File: src/rtl/rob_pkg.sv
// rob_pkg: shared sizes, entry record and tag type for the multi-port reorder buffer
package rob_pkg;
  localparam int ROB_DEPTH = 16;
  localparam int ROB_WB_PORTS = 2;
  localparam int ROB_QRY_PORTS = 2;
  localparam int DATA_W = 32;
  localparam int REG_W = 5;
  localparam int OP_W = 6;
  localparam int TAG_W = $clog2(ROB_DEPTH);
  typedef logic [TAG_W-1:0] tag_t;
  typedef struct packed {
    logic valid;
    logic ready;
    logic [REG_W-1:0] rd;
    logic [OP_W-1:0] op;
    logic [DATA_W-1:0] val;
  } rob_entry_t;
endpackage

File: src/rtl/rob_wb_select.sv
// rob_wb_select: finds the lowest-index writeback port targeting a tag and returns its data
module rob_wb_select #(
  parameter int PORTS = 2,
  parameter int TAG_W = 4,
  parameter int DATA_W = 32
) (
  input  logic [PORTS-1:0]        wb_valid,
  input  logic [PORTS*TAG_W-1:0]  wb_tag,
  input  logic [PORTS*DATA_W-1:0] wb_data,
  input  logic [TAG_W-1:0]        tag,
  output logic                    hit,
  output logic [DATA_W-1:0]       data
);
  // scan from the highest port down so the lowest matching port overwrites last
  always_comb begin
    hit = 1'b0;
    data = '0;
    for (int i = PORTS - 1; i >= 0; i--)
      if (wb_valid[i] && wb_tag[i*TAG_W +: TAG_W] == tag) begin
        hit = 1'b1;
        data = wb_data[i*DATA_W +: DATA_W];
      end
  end
endmodule

File: src/rtl/rob_mp.sv
// rob_mp: reorder buffer with multi-port writeback, bypassed operand lookup and in-order commit
module rob_mp import rob_pkg::*; #(
  parameter int DEPTH = ROB_DEPTH,
  parameter int WB_PORTS = ROB_WB_PORTS,
  parameter int QRY_PORTS = ROB_QRY_PORTS,
  localparam int TW = $clog2(DEPTH)
) (
  input  logic                       clk,
  input  logic                       rst,
  input  logic                       flush,
  input  logic                       alloc_valid,
  output logic                       alloc_ready,
  input  logic [REG_W-1:0]           alloc_rd,
  input  logic [OP_W-1:0]            alloc_op,
  output logic [TW-1:0]              alloc_tag,
  input  logic [WB_PORTS-1:0]        wb_valid,
  input  logic [WB_PORTS*TW-1:0]     wb_tag,
  input  logic [WB_PORTS*DATA_W-1:0] wb_data,
  input  logic [QRY_PORTS*TW-1:0]    qry_tag,
  output logic [QRY_PORTS-1:0]       qry_ready,
  output logic [QRY_PORTS*DATA_W-1:0] qry_data,
  output logic                       commit_valid,
  input  logic                       commit_ready,
  output logic [REG_W-1:0]           commit_rd,
  output logic [OP_W-1:0]            commit_op,
  output logic [DATA_W-1:0]          commit_data,
  output logic [TW-1:0]              commit_tag,
  output logic [TW:0]                count,
  output logic                       empty
);
  rob_entry_t ent [DEPTH];
  logic [TW-1:0] head, tail;
  logic [TW:0] cnt;
  logic alloc_fire, commit_fire;
  logic [DEPTH-1:0] e_hit;
  logic [DATA_W-1:0] e_wd [DEPTH];
  assign alloc_ready = cnt != (TW+1)'(DEPTH);
  assign alloc_fire = alloc_valid && alloc_ready && !flush;
  assign alloc_tag = tail;
  assign commit_valid = ent[head].valid && ent[head].ready && !flush;
  assign commit_fire = commit_valid && commit_ready;
  assign commit_rd = ent[head].rd;
  assign commit_op = ent[head].op;
  assign commit_data = ent[head].val;
  assign commit_tag = head;
  assign count = cnt;
  assign empty = cnt == '0;
  for (genvar e = 0; e < DEPTH; e++) begin : g_ent
    rob_wb_select #(.PORTS(WB_PORTS), .TAG_W(TW), .DATA_W(DATA_W)) u_sel (
      .wb_valid(wb_valid), .wb_tag(wb_tag), .wb_data(wb_data),
      .tag(TW'(e)), .hit(e_hit[e]), .data(e_wd[e])
    );
  end
  for (genvar q = 0; q < QRY_PORTS; q++) begin : g_qry
    logic q_hit;
    logic [DATA_W-1:0] q_wd;
    rob_entry_t qe;
    assign qe = ent[qry_tag[q*TW +: TW]];
    rob_wb_select #(.PORTS(WB_PORTS), .TAG_W(TW), .DATA_W(DATA_W)) u_sel (
      .wb_valid(wb_valid), .wb_tag(wb_tag), .wb_data(wb_data),
      .tag(qry_tag[q*TW +: TW]), .hit(q_hit), .data(q_wd)
    );
    assign qry_ready[q] = qe.valid && (q_hit || qe.ready);
    assign qry_data[q*DATA_W +: DATA_W] = !qe.valid ? '0 : q_hit ? q_wd : qe.val;
  end
  // entry storage and pointers; flush squashes everything, count alone distinguishes full from empty
  always_ff @(posedge clk or negedge rst) begin
    if (!rst) begin
      head <= '0;
      tail <= '0;
      cnt <= '0;
      for (int i = 0; i < DEPTH; i++) ent[i] <= '0;
    end else if (flush) begin
      head <= '0;
      tail <= '0;
      cnt <= '0;
      for (int i = 0; i < DEPTH; i++) ent[i].valid <= 1'b0;
    end else begin
      for (int i = 0; i < DEPTH; i++)
        if (e_hit[i] && ent[i].valid) begin
          ent[i].ready <= 1'b1;
          ent[i].val <= e_wd[i];
        end
      if (commit_fire) begin
        ent[head].valid <= 1'b0;
        head <= head + TW'(1);
      end
      if (alloc_fire) begin
        ent[tail].valid <= 1'b1;
        ent[tail].ready <= 1'b0;
        ent[tail].rd <= alloc_rd;
        ent[tail].op <= alloc_op;
        tail <= tail + TW'(1);
      end
      cnt <= cnt + (TW+1)'(alloc_fire) - (TW+1)'(commit_fire);
    end
  end
endmodule

File: config.mk
export PLATFORM = sky130hd
export DESIGN_NAME = rob_mp
export DESIGN_NICKNAME = d
export VERILOG_FILES = /design/src/rtl/rob_pkg.sv /design/src/rtl/rob_wb_select.sv /design/src/rtl/rob_mp.sv
export SDC_FILE = /design/constraint.sdc
export NUM_CORES = 2
export LEC_CHECK = 0
export BUFFER_PORTS_ARGS = -buffer_cell sky130_fd_sc_hd__buf_4
export CAP_MARGIN = 20
export CORE_ASPECT_RATIO = 0.5
export CORE_MARGIN = 5
export CORE_UTILIZATION = 36
export DETAILED_ROUTE_END_ITERATION = 8
export PLACE_DENSITY_LB_ADDON = 0.12
export SLEW_MARGIN = 20
export SYNTH_ARGS = -nofsm -noshare
export SYNTH_HDL_FRONTEND = slang
export SYNTH_HIERARCHICAL = 1
export SYNTH_SLANG_ARGS = --single-unit
File: constraint.sdc
create_clock -name clk -period 4.9 [get_ports clk]
set_input_delay 0.735 -clock clk [delete_from_list [all_inputs] [get_ports clk]]
set_output_delay 0.735 -clock clk [all_outputs]
set_load 0.02 [all_outputs]
; ---- Word level (Yosys, flattened, before mapping)
; Cells that the tools add are included.
; Widths: inputs -> output; s select.
[classes]
div = 0
order_cmp = 6
bitwise = 4
n_mul = 0
shifts = 0
n_eq_ne = 35
n_addsub = 4
n_reduce_logical = 69
mux = 188
[op_table]
columns = operator, count
row1 = $bwmux 720, 5
row2 = $mux 32, 72
row3 = $mux 720, 3
row4 = $demux 45 s4, 5
row5 = $bmux 45 s4, 3
row6 = $mux 45, 8
row7 = $mux 1, 84
row8 = $eq 4x4->1 const B, 16
row9 = $logic_and 1x1->1, 61
row10 = $mux 44, 1
row11 = $mux 43, 1
row12 = $mux 38, 1
row13 = $eq 4x3->1 const B, 8
row14 = $ge 5x5->1 const B, 4
row15 = $not 4->5, 4
row16 = $eq 4x2->1 const B, 4
row17 = $eq 4x4->1, 4
row18 = $mux 4, 4
row19 = $lt 5x1->1 const B, 2
row20 = $add 4x1->4 const B, 2
row21 = $eq 4x1->1 const B, 2
row22 = $logic_not 4->1, 2
row23 = $add 5x1->5, 1
row24 = $logic_not 5->1, 1
row25 = 6 further kinds, 8
[word_totals]
mem_bits_ro = 0
latchBits = 0
word_cells = 389
out_inout_bits = 125
mem_bits_rw = 0
regBits = 733
memories = 0

; ---- Depth between registers and ports, before layout
[logic_depth]
word_depth = 16
depth_mapped = 15
ltp_nobuf = 13

; ---- By module
; Netlist, hierarchy kept.
[modules_own_cells]
columns = mod, seq_area_each_um2, n_inst, cells_each, area_each_um2
row1 = rob_mp, 18342.6, 1, 2586, 42203.0
row2 = rob_wb_select, 0.0, 18, 125, 933.4

; ---- Least setup slack after synthesis
; Ideal clock, no wire load.
[synth_path]
path_kind = register -> register
from = register head[0], in the netlist commit_tag[0]
to = register cnt[4], in the netlist count[4]
t_required_ns = 4.822
n_path_buf = 1
setup_slack_ns = 1.354
arrival_ns = 3.468
synth_period_minus_slack_ns = 3.546
stages_incl_launch_ff = 15
cell_sequence = dfrtp_1 > buf_2 > mux4_2 > o211a_1 > a22o_2 > o21ai_2 > inv_1 > ha_1 > inv_1 > ha_1 > fa_1 > a21oi_1 > nor2_1 > or3_1 > a21oi_1
[synth_via]
elab_chain_cells = 9
[synth_lines]
columns = element, line_no
row1 = from (decl), rob_mp.sv:32  ; logic [TW-1:0] head, tail;
row2 = from (signal assigned), rob_mp.sv:86  ; head <= head + TW'(1);
row3 = $not 4->5 (implied by the code), rob_mp.sv:40  ; assign commit_valid = ent[head].valid && ent[head].ready && !flush;
row4 = $bmux 45 s4, rob_mp.sv:40
row5 = $mux 45 (2 in series), -
row6 = $logic_and 1x1->1 (2 in series), rob_mp.sv:40
row7 = $logic_and 1x1->1, rob_mp.sv:41  ; assign commit_fire = commit_valid && commit_ready;
row8 = $sub 5x1->5, rob_mp.sv:95  ; cnt <= cnt + (TW+1)'(alloc_fire) - (TW+1)'(commit_fire);
row9 = $mux 5, rob_mp.sv:73  ; end else if (flush) begin
row10 = to (signal assigned), rob_mp.sv:95
row11 = to (decl), rob_mp.sv:33  ; logic [TW:0] cnt;
; No other way between the ends. The select of a mux whose other input is x is not followed.
; A chain may end at the register's enable or synchronous reset.

; ---- Worst setup path after layout
[layout_path]
from = register head[0], in the netlist commit_tag[0]
to = output port commit_data[24]
[layout_via]
elab_chain_cells = 4
[layout_lines]
columns = element, line_no
row1 = $not 4->5 (implied by the code), rob_mp.sv:44  ; assign commit_data = ent[head].val;
row2 = $bmux 45 s4, rob_mp.sv:44
row3 = $mux 45 (implied by the code) (2 in series), rob_mp.sv:44
row4 = to (decl), rob_mp.sv:26  ; output logic [DATA_W-1:0] commit_data,
; No other way between the ends. The select of a mux whose other input is x is not followed.

==> results.toml <==
[status]
status = "complete, no violations"

[critical_path]
slowest_stage = "buf_4"
critPathTopFamily = "buffers and inverters"
cp_common_cell = "buf_4"
slowest_delay_ns = 0.68
required_ns = 4.16
critPathKind = "reg -> out"
worst_setup_path_end_kind = "output pin"
path_max_fanout = 33
crit_path_cell_trace = "buf_4 -> buf_4 -> mux4_2 -> mux4_2 -> buf_4"
crit_buf_inv = 3
worstPathArrival_ns = 3.75
critPathLaunchType = "flop"

[logic_synthesis]
ys_warn_count = 6
synth-edff-count = 0
muxShareOfSynthArea = 0.501
synth_simple_gate_area_frac = 0.111
synth_top_family_by_area = "multiplexers"
ys_seq_elements = 733
synth_compound_area_frac = 0.0135
async_reset_ff_frac = 1.00
syn_avg_cell_area_um2 = 12.2
netlist_area_um2 = 59000
synth_seq_area_share = 0.311
post-synth-top-area-cell = "dfrtp_1"
synth_fa_ha_area_frac = 0.00331
synth_area_leaders = "dfrtp_1, mux4_2, mux2_4"
ys.flop_type = "dfrtp_1"
ys_types = 51
synth_top_area_share = 0.311
synth_xor_area_frac = 0.0141
syn_inst = 4836

[cts]
cts_tree = "built"
cts_made_buffers = 84
cts_resized = 0
clockRootBuffer = "clkbuf_16"
insertion_delay_ns = 0.71
ctsHoldBuffers = 0
clkTransAtPathRegs_ns = 0.06
clockBufferDepth = 3
cts.sinks = 733
htreeDepth = 3
post_cts_buffers = 0

[floorplanning]
die_w_um = 583
die_area_um2 = 173000
die_h_um = 296
ios = 223
core_um2 = 163000
rows = 105
floorplan.initialDensity = 0.361

[hold_path]
hold_class = "in -> async"

[detailed_routing]
drt-total-wl_um = 256000
ant_nets = 0
drc = 0
drt_iter0_markers = 5309
wl_per_cell_um = 35.3
first_pass_iters = 6
via_per_inst = 6.32
vias = 45850

[sta]
period_share = 0.915
rsz0062_at_grt = "no"
hold_viol = 0
clock.fmax_mhz = 223
holdWs_ns = 0.0338
min_period_ns = 4.48
slew_violations = 0
worst_clock_skew_ns = 0.0289
layout_setup_ws_ns = 0.417
setup_viol = 0
setup_tns_ns = 0
slew_headroom = 0.222
max_slew.worst_pin.slew_ns = 1.17

[layout]
fin_nets = 5107
multiInputGateArea_um2 = 39000
syn2layout_area_growth_pct = 12.6
fin_util = 0.407
seq_area_um2 = 18400
nFillCells = 15518
layout-drive-gt1-share = 0.471

[power_and_ir_drop]
p_sw_mw = 5.42
peakVddDrop_mv = 0.266
sw_frac_of_total = 0.326
cellPowerDensity_nw_per_um2 = 250
p_clk_frac = 0.405
p_total_mw = 16.6
seq_power_share = 0.385
p_int_mw = 11.2
power.leakage_nw = 29.8
combPwrFrac = 0.210

[global_route]
grt_pass1_vias = 46230
track_usage = 0.292
grt_start_max_net_pins = 109
grt_overflow = 0
antenna_found_initial = 9
grt_first_pass_wirelength_um = 360000

[place]
gp_congestion = 0.855
place_hpwl_um = 147000
io_buffers = 222
place_ws_ns = 0.715

[flow_run]
maxCapViolCount = 0
[layout make-up]
type | instances | share of cell area
Antenna cell | 6 | 0.000226
Clock buffer | 121 | 0.0361
Clock inverter | 29 | 0.00612
Inverter | 66 | 0.00373
Multi-Input combinational cell | 3722 | 0.587
Sequential cell | 733 | 0.276
Tap cell | 2193 | 0.0413
Timing Repair Buffer | 387 | 0.0487
[cell families (layout without fill, tap and decap cells)]
group / after synthesis / in the layout
adders and majority gates: 15 / 15
other: 2 / 166
AOI/OAI and AO/OA: 113 / 113
buffers and inverters: 539 / 603
xor gates and xnor gates: 95 / 95
and+or+nand+nor: 1443 / 1443
muxes: 1896 / 1896
DFF: 733 / 733
[routing by layer]
metal	global-route usage	routed length, um
met1	0.407	110000
met2	0.429	110000
met3	0.0828	26000
met4	0.112	10600
met5	0	14
[path summary, 6_finish.rpt]
| check | start | end | slack [ns] | depth (start not counted) |
|---|---|---|---|---|
| min in group clk | alloc_valid | alloc_tag[1] | 0.33 | 3 |
| max in group asynchronous | rst | ent[91] | 3.35 | 3 |
| worst max-delay path | commit_tag[0] | commit_data[24] | 0.42 | 5 |
| worst min register to register | ent[626] | ent[626] | 0.48 | 1 |
| worst min-delay path | rst | count[2] | 0.03 | 1 |
| worst max register to register | commit_tag[0] | count[4] | 0.94 | 13 |
[stage by stage]
step	std cells	area, um2
2_1_floorplan	4994	59600
3_5_place_dp	7100	63600
4_1_cts	7250	66400
5_1_grt	7251	66400
3_3_place_gp	7100	63600
6_report	7257	66400
[state kept, by name (all words and copies together), names as in the netlist]
register    flops
count           5
alloc_tag       4
ent           720
commit_tag      4
[cell usage after synthesis, drive strengths merged, types with 19 or more instances]
library cell,count
mux2,1267
o21ai,25
nand2b,20
nor2b,24
mux4,561
nand3b,19
mux2i,68
clkbuf,250
a21oi,34
xnor2,93
dfrtp,733
nor2,686
nand2,45
inv,66
nand3,597
buf,223
[power by group through the flow]
stage               Combinational, mW  Sequential (mW)  Clock (mW)
finish                           3.49             6.41        6.73
global placement                 3.38             6.50           0
CTS                              3.43             6.41        6.86
global route                     3.63             6.43        7.10
detailed placement               3.42             6.52           0
floorplan                        1.88             6.49           0
[placed cells by master, fill, tap and decap left out, types with 29 or more instances in the layout]
master     count
mux2_1        50
nand2_1       29
mux2i_1       68
nand3_1      579
inv_1         66
a21oi_1       34
buf_4        357
mux2_2       695
mux2_4       522
dfrtp_1      729
nor2_1       685
conb_1       160
clkbuf_16     84
xnor2_1       75
mux4_2       561
Note: power is estimated with default switching activity, not from simulation.
